$ cat src/rtl/manchester_pkg.sv
// rtl/manchester_pkg.sv - shared state encodings, defaults and width helper for the Manchester frame controller
package manchester_pkg;

    typedef enum logic [1:0] {
        ST_HUNT    = 2'd0,
        ST_GUARD   = 2'd1,
        ST_PAYLOAD = 2'd2
    } state_e;

    localparam logic [7:0] SYNC_WORD_DEFAULT = 8'hD5;

    // Smallest r with 2**r >= value; sizes counters and FIFO pointers.
    function automatic int clog2(input int value);
        int r;
        r = 0;
        while ((1 << r) < value) r = r + 1;
        return r;
    endfunction

endpackage

$ cat src/rtl/manchester_byte_fifo.sv
// rtl/manchester_byte_fifo.sv - first-word-fall-through FIFO of {last, data} words
// Ports: clk/rst (sync active-high), push/push_data write side, pop/pop_data FWFT read side,
//        full/empty status. A push while full succeeds when a pop happens in the same cycle.
module manchester_byte_fifo
    import manchester_pkg::*;
#(
    parameter int DEPTH = 4
) (
    input  logic       clk,
    input  logic       rst,
    input  logic       push,
    input  logic [8:0] push_data,
    input  logic       pop,
    output logic [8:0] pop_data,
    output logic       full,
    output logic       empty
);
    localparam int AW = clog2(DEPTH);

    logic [8:0]  mem_q [DEPTH];
    logic [AW:0] wr_ptr_q;
    logic [AW:0] rd_ptr_q;
    logic        do_push;
    logic        do_pop;

    // Pointers carry one extra wrap bit to tell full from empty.
    assign empty    = (wr_ptr_q == rd_ptr_q);
    assign full     = (wr_ptr_q[AW] != rd_ptr_q[AW]) && (wr_ptr_q[AW-1:0] == rd_ptr_q[AW-1:0]);
    assign do_pop   = pop && !empty;
    assign do_push  = push && (!full || do_pop);
    assign pop_data = mem_q[rd_ptr_q[AW-1:0]];

    always_ff @(posedge clk) begin
        if (rst) begin
            wr_ptr_q <= '0;
            rd_ptr_q <= '0;
        end else begin
            if (do_push) wr_ptr_q <= wr_ptr_q + 1'b1;
            if (do_pop)  rd_ptr_q <= rd_ptr_q + 1'b1;
        end
    end

    always_ff @(posedge clk) begin
        if (do_push) mem_q[wr_ptr_q[AW-1:0]] <= push_data;
    end

endmodule

$ cat src/rtl/manchester_frame_ctrl.sv
// rtl/manchester_frame_ctrl.sv - sync hunt, slip request and frame-to-byte assembly for a Manchester decoder
// Ports: aclk/areset (sync active-high); enable; in_bits/in_num decoded bits (0..2 per cycle, in_bits[1]
//        earlier when two); slip pulse to decoder; m_axis_* byte stream with tlast on the frame's final
//        byte; locked while in payload; frame_err abort pulse; overflow sticky until reset.
module manchester_frame_ctrl
    import manchester_pkg::*;
#(
    parameter logic [7:0] SYNC_WORD    = SYNC_WORD_DEFAULT,
    parameter int         FRAME_BYTES  = 16,
    parameter int         HUNT_LIMIT   = 64,
    parameter int         SLIP_GUARD   = 4,
    parameter int         IDLE_TIMEOUT = 32,
    parameter int         FIFO_DEPTH   = 4
) (
    input  logic       aclk,
    input  logic       areset,
    input  logic       enable,
    input  logic [1:0] in_bits,
    input  logic [1:0] in_num,
    output logic       slip,
    output logic [7:0] m_axis_tdata,
    output logic       m_axis_tvalid,
    input  logic       m_axis_tready,
    output logic       m_axis_tlast,
    output logic       locked,
    output logic       frame_err,
    output logic       overflow
);
    localparam int HW = clog2(HUNT_LIMIT + 2);
    localparam int GW = clog2(SLIP_GUARD + 1);
    localparam int IW = clog2(IDLE_TIMEOUT + 1);

    state_e        state_q, state_d;
    logic [7:0]    window_q, window_d;
    logic [7:0]    shift_q, shift_d;
    logic [2:0]    bit_cnt_q, bit_cnt_d;
    logic [7:0]    byte_cnt_q, byte_cnt_d;
    logic [HW-1:0] hunt_cnt_q, hunt_cnt_d;
    logic [GW-1:0] guard_cnt_q, guard_cnt_d;
    logic [IW-1:0] idle_cnt_q, idle_cnt_d;
    logic          slip_q, slip_d;
    logic          frame_err_q, frame_err_d;
    logic          overflow_q, overflow_d;

    logic          push;
    logic [8:0]    push_word;
    logic [8:0]    fifo_rdata;
    logic          fifo_full;
    logic          fifo_empty;
    logic          pop;
    logic          stop;
    logic          take;
    logic          b;

    manchester_byte_fifo #(.DEPTH(FIFO_DEPTH)) u_fifo (
        .clk       (aclk),
        .rst       (areset),
        .push      (push),
        .push_data (push_word),
        .pop       (pop),
        .pop_data  (fifo_rdata),
        .full      (fifo_full),
        .empty     (fifo_empty)
    );

    assign m_axis_tvalid = !fifo_empty;
    assign m_axis_tdata  = fifo_empty ? 8'h00 : fifo_rdata[7:0];
    assign m_axis_tlast  = !fifo_empty && fifo_rdata[8];
    assign pop           = m_axis_tvalid && m_axis_tready;
    assign locked        = (state_q == ST_PAYLOAD);
    assign slip          = slip_q;
    assign frame_err     = frame_err_q;
    assign overflow      = overflow_q;

    always_comb begin
        state_d     = state_q;
        window_d    = window_q;
        shift_d     = shift_q;
        bit_cnt_d   = bit_cnt_q;
        byte_cnt_d  = byte_cnt_q;
        hunt_cnt_d  = hunt_cnt_q;
        guard_cnt_d = guard_cnt_q;
        idle_cnt_d  = idle_cnt_q;
        overflow_d  = overflow_q;
        slip_d      = 1'b0;
        frame_err_d = 1'b0;
        push        = 1'b0;
        push_word   = 9'd0;
        stop        = 1'b0;
        take        = 1'b0;
        b           = 1'b0;

        if (!enable || (in_num == 2'd3 && state_q != ST_GUARD)) begin
            // Disable drops the frame silently; an illegal bit count is reported.
            frame_err_d = enable;
            state_d     = ST_HUNT;
            window_d    = '0;
            hunt_cnt_d  = '0;
        end else if (state_q == ST_GUARD) begin
            if (guard_cnt_q == GW'(SLIP_GUARD - 1)) begin
                state_d     = ST_HUNT;
                hunt_cnt_d  = '0;
                guard_cnt_d = '0;
            end else begin
                guard_cnt_d = guard_cnt_q + GW'(1);
            end
        end else if (state_q == ST_PAYLOAD && in_num == 2'd0) begin
            idle_cnt_d = idle_cnt_q + IW'(1);
            if (idle_cnt_d == IW'(IDLE_TIMEOUT)) begin
                frame_err_d = 1'b1;
                state_d     = ST_HUNT;
            end
        end else begin
            idle_cnt_d = '0;
            // Bits are consumed in arrival order; state_d may change between the two, so the
            // second bit of a pair can land in payload (sync mid-pair) or in the hunt window
            // (frame ended mid-pair).
            for (int i = 0; i < 2; i++) begin
                take = (i == 0) ? (in_num != 2'd0) : (in_num == 2'd2);
                b    = (i == 0 && in_num == 2'd2) ? in_bits[1] : in_bits[0];
                if (take && !stop) begin
                    if (state_d == ST_HUNT) begin
                        window_d = {window_d[6:0], b};
                        if (window_d == SYNC_WORD) begin
                            state_d    = ST_PAYLOAD;
                            window_d   = '0;
                            hunt_cnt_d = '0;
                            bit_cnt_d  = '0;
                            byte_cnt_d = '0;
                        end
                    end else begin
                        shift_d = {shift_d[6:0], b};
                        if (bit_cnt_d == 3'd7) begin
                            bit_cnt_d = '0;
                            if (fifo_full && !pop) begin
                                overflow_d  = 1'b1;
                                frame_err_d = 1'b1;
                                state_d     = ST_HUNT;
                                stop        = 1'b1;
                            end else begin
                                push      = 1'b1;
                                push_word = {byte_cnt_d == 8'(FRAME_BYTES - 1), shift_d};
                                if (push_word[8]) begin
                                    state_d    = ST_HUNT;
                                    hunt_cnt_d = '0;
                                end else begin
                                    byte_cnt_d = byte_cnt_d + 8'd1;
                                end
                            end
                        end else begin
                            bit_cnt_d = bit_cnt_d + 3'd1;
                        end
                    end
                end
            end
            if (state_q == ST_HUNT && state_d == ST_HUNT) begin
                hunt_cnt_d = hunt_cnt_q + HW'(in_num);
                if (hunt_cnt_d >= HW'(HUNT_LIMIT)) begin
                    slip_d      = 1'b1;
                    window_d    = '0;
                    hunt_cnt_d  = '0;
                    guard_cnt_d = '0;
                    state_d     = ST_GUARD;
                end
            end
        end
    end

    always_ff @(posedge aclk) begin
        if (areset) begin
            state_q     <= ST_HUNT;
            window_q    <= '0;
            shift_q     <= '0;
            bit_cnt_q   <= '0;
            byte_cnt_q  <= '0;
            hunt_cnt_q  <= '0;
            guard_cnt_q <= '0;
            idle_cnt_q  <= '0;
            slip_q      <= 1'b0;
            frame_err_q <= 1'b0;
            overflow_q  <= 1'b0;
        end else begin
            state_q     <= state_d;
            window_q    <= window_d;
            shift_q     <= shift_d;
            bit_cnt_q   <= bit_cnt_d;
            byte_cnt_q  <= byte_cnt_d;
            hunt_cnt_q  <= hunt_cnt_d;
            guard_cnt_q <= guard_cnt_d;
            idle_cnt_q  <= idle_cnt_d;
            slip_q      <= slip_d;
            frame_err_q <= frame_err_d;
            overflow_q  <= overflow_d;
        end
    end

endmodule

$ cat config.mk
export PLATFORM = sky130hd
export DESIGN_NAME = manchester_frame_ctrl
export DESIGN_NICKNAME = d
export VERILOG_FILES = /design/src/rtl/manchester_pkg.sv /design/src/rtl/manchester_byte_fifo.sv /design/src/rtl/manchester_frame_ctrl.sv
export SDC_FILE = /design/constraint.sdc
export NUM_CORES = 1
export LEC_CHECK = 0
export CORE_AREA = 5 5 146 106
export DETAILED_ROUTE_END_ITERATION = 16
export DIE_AREA = 0 0 151 111
export PLACE_DENSITY_LB_ADDON = 0.12
export RECOVER_POWER = 100
export REMOVE_ABC_BUFFERS = 1
export SYNTH_ARGS = -nofsm -noshare
export SYNTH_HDL_FRONTEND = slang
export SYNTH_HIERARCHICAL = 1
export SYNTH_SLANG_ARGS = --single-unit
$ cat constraint.sdc
create_clock -name aclk -period 4.8 [get_ports aclk]
set_input_delay 0.72 -clock aclk [delete_from_list [all_inputs] [get_ports aclk]]
set_output_delay 0.72 -clock aclk [all_outputs]
set_load 0.02 [all_outputs]
Word level (Yosys, flattened, before mapping). Memory sizes are Yosys's and may differ from the RTL's. A register that Yosys moved wholly into a read port is not among the register bits. Index checks and enable logic that the tools add are counted.

Register bits after elaboration: 54. Output and inout bits: 14. Bits in writable memories: 36. Memories: 1. Input bits: 8.

Memories: u_fifo.mem_q (depth 4, bits a word 9, rd ports 1, clocked after Yosys merged registers in 1, wr ports 1, RTL line manchester_byte_fifo.sv:20) `logic [8:0] mem_q [DEPTH];`.

Add/sub/neg operators: 9. Multiplexer cells: 140. Equality and inequality tests: 19. Bitwise operators: 4. Order comparisons: 1. Reduce and logical (&&, ||, !) cells: 32.

Operators with widths (count): $mux 8 (31); $mux 7 (17); $mux 9 (11); $mux 2 (26); $mux 3 (16); $mux 1 (38); $add 8x1->8 const B (2); $eq 8x4->1 const B (2); $eq 8x8->1 const B (2); $add 3x1->3 const B (5); $logic_and 1x1->1 (10); $logic_not 2->1 (4); $reduce_and 2->1 (4); $add 7x2->7 (1); $ge 7x7->1 const B (1); $add 6x1->6 const B (1); $eq 2x2->1 const B (3); $eq 3x3->1 const B (2); $eq 6x6->1 const B (1); $mux 6 (1); $reduce_bool 2->1 (3); $logic_not 1->1 (5); $reduce_or 5->1 (1); $ne 2x1->1 const B (2); 12 further kinds (16).

Longest topological paths before layout.
Word-level depth: 26. Mapped depth: 17.

Cells and area by module. The synthesis kept the hierarchy.

Modules (own cells, without submodules): manchester_frame_ctrl (area each 3637.2 sq um, cells each 463, times used 1, sequential area each 920.9 sq um); manchester_byte_fifo (area each 1841.8 sq um, cells each 102, times used 1, sequential area each 1241.2 sq um).

Worst setup path before layout. No wires, ideal clock.

Path kind: reg2reg. Start point: register u_fifo.wr_ptr_q[1]. End point: register byte_cnt_q[2]. Arrival time: 3.492 ns. Setup time: 0.088 ns. Setup slack: 1.220 ns. Stages on the path, launching flop included: 17. Buffers on the path: 0. Clock period less this slack: 3.580 ns. Path through: dfxtp_1 xnor2_2 nand2_1 nor2_1 inv_1 o21ai_0 o211ai_1 o41a_1 and2_1 inv_1 ha_1 o31a_1 nand4_1 nor4_4 nor2_2 a221o_1 a311oi_2.

Elaborated cells between the ends (all ways): 39.

RTL lines: from (decl) (RTL line manchester_byte_fifo.sv:21) `logic [AW:0] wr_ptr_q;`; from (signal assigned) (RTL line manchester_byte_fifo.sv:38) `if (do_push) wr_ptr_q <= wr_ptr_q + 1'b1;`; $eq 2x2->1 * (RTL line manchester_byte_fifo.sv:28) `assign full = (wr_ptr_q[AW] != rd_ptr_q[AW]) && (wr_ptr_q[AW-1:0] == rd_ptr_q[AW-1:0]);`; $logic_and 1x1->1 * (RTL line manchester_byte_fifo.sv:28); via fifo_full (RTL line manchester_frame_ctrl.sv:48) `logic fifo_full;`; $logic_and 1x1->1 * (RTL line manchester_frame_ctrl.sv:135) `if (fifo_full && !pop) begin`; $mux 8 (RTL line manchester_frame_ctrl.sv:135); $mux 8 (RTL line manchester_frame_ctrl.sv:133) `if (bit_cnt_d == 3'd7) begin`; $mux 8 (RTL line manchester_frame_ctrl.sv:122) `if (state_d == ST_HUNT) begin`; $mux 8 (RTL line manchester_frame_ctrl.sv:121) `if (take && !stop) begin`; $mux 8 (RTL line manchester_frame_ctrl.sv:107) `end else if (state_q == ST_PAYLOAD && in_num == 2'd0) begin`; $mux 8 (RTL line manchester_frame_ctrl.sv:99) `end else if (state_q == ST_GUARD) begin`; $mux 8 (RTL line manchester_frame_ctrl.sv:93) `if (!enable || (in_num == 2'd3 && state_q != ST_GUARD)) begin`; $add 8x1->8 or $eq 8x4->1 (tied branches) (RTL line manchester_frame_ctrl.sv:147, manchester_frame_ctrl.sv:142); $mux 8 (RTL line manchester_frame_ctrl.sv:143) `if (push_word[8]) begin`; $mux 8 (RTL line manchester_frame_ctrl.sv:135); $mux 8 (RTL line manchester_frame_ctrl.sv:133); $mux 8 (RTL line manchester_frame_ctrl.sv:122); $mux 8 * (RTL line manchester_frame_ctrl.sv:121); to (signal assigned) (RTL line manchester_frame_ctrl.sv:187) `byte_cnt_q <= byte_cnt_d;`; to (decl) (RTL line manchester_frame_ctrl.sv:37) `logic [7:0] byte_cnt_q, byte_cnt_d;`.

The timed path passes the listed nets; every way through them passes the cells marked *. The select of a mux whose other input is x is not followed. A chain may end at the register's enable or synchronous reset.

Worst setup path after layout.
Start point: register u_fifo.wr_ptr_q[1]. End point: register byte_cnt_q[2].

Word-level cells in the longest chain between the ends: 18. Elaborated cells between the ends (all ways): 39.

Ends and longest elaborated chain: $eq 3x3->1 * (RTL line manchester_byte_fifo.sv:27) `assign empty = (wr_ptr_q == rd_ptr_q);`; via fifo_empty (RTL line manchester_frame_ctrl.sv:49) `logic fifo_empty;`; $logic_not 1->1 * (RTL line manchester_frame_ctrl.sv:66) `assign m_axis_tvalid = !fifo_empty;`; $logic_and 1x1->1 * (RTL line manchester_frame_ctrl.sv:69) `assign pop = m_axis_tvalid && m_axis_tready;`; via pop (RTL line manchester_frame_ctrl.sv:50) `logic pop;`; $logic_not 1->1 * (RTL line manchester_frame_ctrl.sv:135); $logic_and 1x1->1 * (RTL line manchester_frame_ctrl.sv:135); $mux 8 (RTL line manchester_frame_ctrl.sv:135); (+4 left out); $mux 8 (RTL line manchester_frame_ctrl.sv:99); $mux 8 (RTL line manchester_frame_ctrl.sv:93); $add 8x1->8 or $eq 8x4->1 (tied branches) (RTL line manchester_frame_ctrl.sv:147, manchester_frame_ctrl.sv:142); $mux 8 (RTL line manchester_frame_ctrl.sv:143); $mux 8 (RTL line manchester_frame_ctrl.sv:135); $mux 8 (RTL line manchester_frame_ctrl.sv:133); $mux 8 (RTL line manchester_frame_ctrl.sv:122); $mux 8 * (RTL line manchester_frame_ctrl.sv:121).

Marks and branches as above.

==> metrics <==
critical path's largest stage delay=about 570 ps; Total GRT Usage=between 15 and 20%; status=finished, final reports clean; hold bufs inserted after CTS=0; Critical-path top delay cell=o21ai_0; Synth Area in Adders=3.79%; clk sinks=90; mux cell area share after synthesis=6.30%; Cell variety after synth=between 90 and 100; Area Overhead vs Synth=13.3%; period utilization=90.5%; Synth Cell Area=approximately 0.0055 mm^2; clock slew at reported path FFs=70 ps; Seq/Total Area, Yosys=39.5%; Synth Flop Type=dfxtp_1; average wire per standard cell=19.0 um; Top Layer Used=met4; PwrDens=289 mW/mm^2; Max FO, Critical Path=7; DRC Markers=0; CTS resizes=0; wirelength, routed=14,800 um; Core Util, Final=45.0%; startpoint types=flip-flop; Post-Syn Instances=565; ANT nets after route=0; largest net degree at the start of global routing=43; Min-Delay Path Class=reg2reg; M1 wire length=7660 um; CTS tree=done; final hold violation count=0; RSZ-0062 raised after global routing=no; simple-gate share of the synthesized area=22.0%; vias in the first global route=4,289; Fin Setup TNS=0 ps; grt total ovfl=0; Req. time, crit path=5070 ps; DP Wirelength=10,900 um; WS Path Type=reg2reg; Finished Cell Area=0.00621 mm^2; initial antenna violation count=0; die area=0.0168 mm^2; Synth warnings=6; met2 WL=6020 um; Slew Limit Fails=0; critical path arrival=4610 ps; WL met3=991 um; Ant. Diodes=0; CTS buffer count=9; skew final=between 7 and 8 ps; worst slew pin tran=approximately 1200 ps; htree depth=3; num rows=36; Critical Path, Cell by Cell=xnor2_2 > nand2_1 > nor2_1 > nand2b_1 > inv_1 > o21ai_0 > o211ai_1 > o41a_1 > and2_0 > inv_1 > ha_1 > o31a_1 > nand4_1 > nor4_4 > nor2_2 > a221o_1 > a311oi_2; routability cong.=0.935; drt initial violations=448; Post-CTS Setup Bufs=0; DIE WIDTH=151 um; Worst IR Drop VDD=0.000177 V; FFs w/ async S/R, synth=0%; via count=4,596; fmax=between 0.2 and 0.25 GHz; Die Span Y=111 um; core area=about 0.014 mm^2; Synth Area per Inst=9.70 um^2; relative slew slack=18.8%; first-pass GRT wire length=approximately 24,000 um; compound-gate portion of the synthesized area=~23%; cell taking the most area after synthesis=dfxtp_1; area post-placement=0.00592 mm^2; crit end category=flip-flop; Port Buffers=21; xor/xnor share of the synthesized area=under 10%; number of synthesized register bits=90; largest family of logic cells by synthesized area=compound AO/OA/AOI/OAI gates; CTS root buf=clkbuf_16; Yosys top cell area share=19.7%; leak pwr=about 2.2 nW; clk_lat worst skew=350 ps; Max Cap Violations=0; Layout Nets=611; Finish-stage setup viols=0; CTS max path bufs=2; io pins=22; Post-synth EDFFs=36; layout cells sized above 1=~11%; Avg Vias per Cell=5.88; Initial Util=39.8%; min cycle time layout=4350 ps; Synth area leaders=dfxtp_1 20%, edfxtp_1 20%, nor2_1 4.1%; drt first pass iters=5; most frequent CP cell=inv_1
[layer usage]
metal / GRT usage (%) / vias up
met5: 0 / -
met4: 4.23 / 0
met3: 3.76 / 17
met2: 24.2 / 148
met1: 29.4 / 2227
li1: - / 2204
[cells in the mapped netlist (all sizes together), types with 6 or more instances]
cell type  number
a211o           8
a211oi         11
a21oi          28
a22o            6
a22oi          10
a31oi          10
and2           14
and3            9
buf            11
clkbuf         17
dfxtp          54
edfxtp         36
ha             15
inv            14
mux2i           7
mux4            9
nand2          40
nand2b          7
nand3          29
nor2           62
nor2b          18
nor3           14
o21ai          28
o22ai           9
[flip-flops by register name (all words and copies together) (netlist names), 6 cells and up, named ones only]
register / flops
idle_cnt_q: 6
hunt_cnt_q: 7
shift_q: 7
byte_cnt_q: 8
u_fifo/mem_q: 36
window_q: 7
[cell usage in the layout, fill, tap and decap left out, types with 5 or more instances in the layout]
| master | instances |
|---|---|
| nor2_1 | 60 |
| dfxtp_1 | 54 |
| nand2_1 | 40 |
| edfxtp_1 | 36 |
| nand3_1 | 29 |
| a21oi_1 | 28 |
| o21ai_0 | 22 |
| nor2b_1 | 18 |
| ha_1 | 15 |
| dlygate4sd3_1 | 15 |
| inv_1 | 14 |
| nor3_1 | 13 |
| a22oi_1 | 10 |
| a31oi_1 | 10 |
| a211oi_1 | 10 |
| buf_4 | 10 |
| and3_1 | 9 |
| clkbuf_16 | 9 |
| mux4_2 | 9 |
| a211o_1 | 8 |
| o22ai_1 | 8 |
| nand2b_1 | 7 |
| and2_0 | 7 |
| a22o_1 | 6 |
| mux2i_1 | 6 |
| and2_1 | 6 |
| clkdlybuf4s50_1 | 6 |
| nand4_1 | 5 |
| mux2_1 | 5 |
| clkbuf_1 | 5 |
[worst max-delay path, delay by kind of cell (launching register included)]
family,cells,cell delay (ps)
buf+inv,2,260
compound gates,6,1660
xor+xnor,1,340
flops,1,370
fa+ha+maj,1,190
simple gates,7,1430
[final cells by class]
type | instances | area [um^2]
fill | 1365 | 7570
multi-input combinational | 433 | 3090
sequential | 90 | 2160
timing repair buffer | 39 | 319
tap | 190 | 238
clock buffer | 9 | 225
clock inverter | 7 | 123
inverter | 14 | 52.6
[final timing paths]
check,depth (start not counted),end,slack [ps],from
min reg2reg,2,guard_cnt_q[2]$_SDFFE_PP0P_,450,guard_cnt_q[2]$_SDFFE_PP0P_
max,17,byte_cnt_q[2]$_SDFFE_PP0P_,450,u_fifo/wr_ptr_q[1]$_SDFFE_PP0P_
min,2,guard_cnt_q[2]$_SDFFE_PP0P_,450,guard_cnt_q[2]$_SDFFE_PP0P_
max reg2reg,17,byte_cnt_q[2]$_SDFFE_PP0P_,450,u_fifo/wr_ptr_q[1]$_SDFFE_PP0P_
[kinds of logic (layout without fill, tap and decap cells)]
family	count (synthesis)	after routing
compound gates	161	161
flops	90	90
fa+ha+maj	16	16
simple gates	225	225
mux	21	21
xor+xnor	10	10
buf+inv	42	69
[stage by stage]
stage / power (mW) / hold WS [ps] / setup WS (ps) / instances
after detailed placement: 0.979 / 444 / 438 / 766
after CTS: 1.81 / 455 / 553 / 782
after global placement: 0.978 / 439 / 572 / 766
final: 1.79 / 451 / 454 / 782
after floorplan: 0.919 / 422 / 925 / 537
after global routing: 1.86 / 490 / 68.8 / 782
[report_power, final]
group	internal, mW	switching [mW]	leakage, nW
Sequential	0.797	0.0161	0.823
Combinational	0.0537	0.0927	1.19
Clock	0.513	0.321	0.163
Total	1.36	0.430	2.18
No activity file was read; power rests on OpenSTA's default activity.
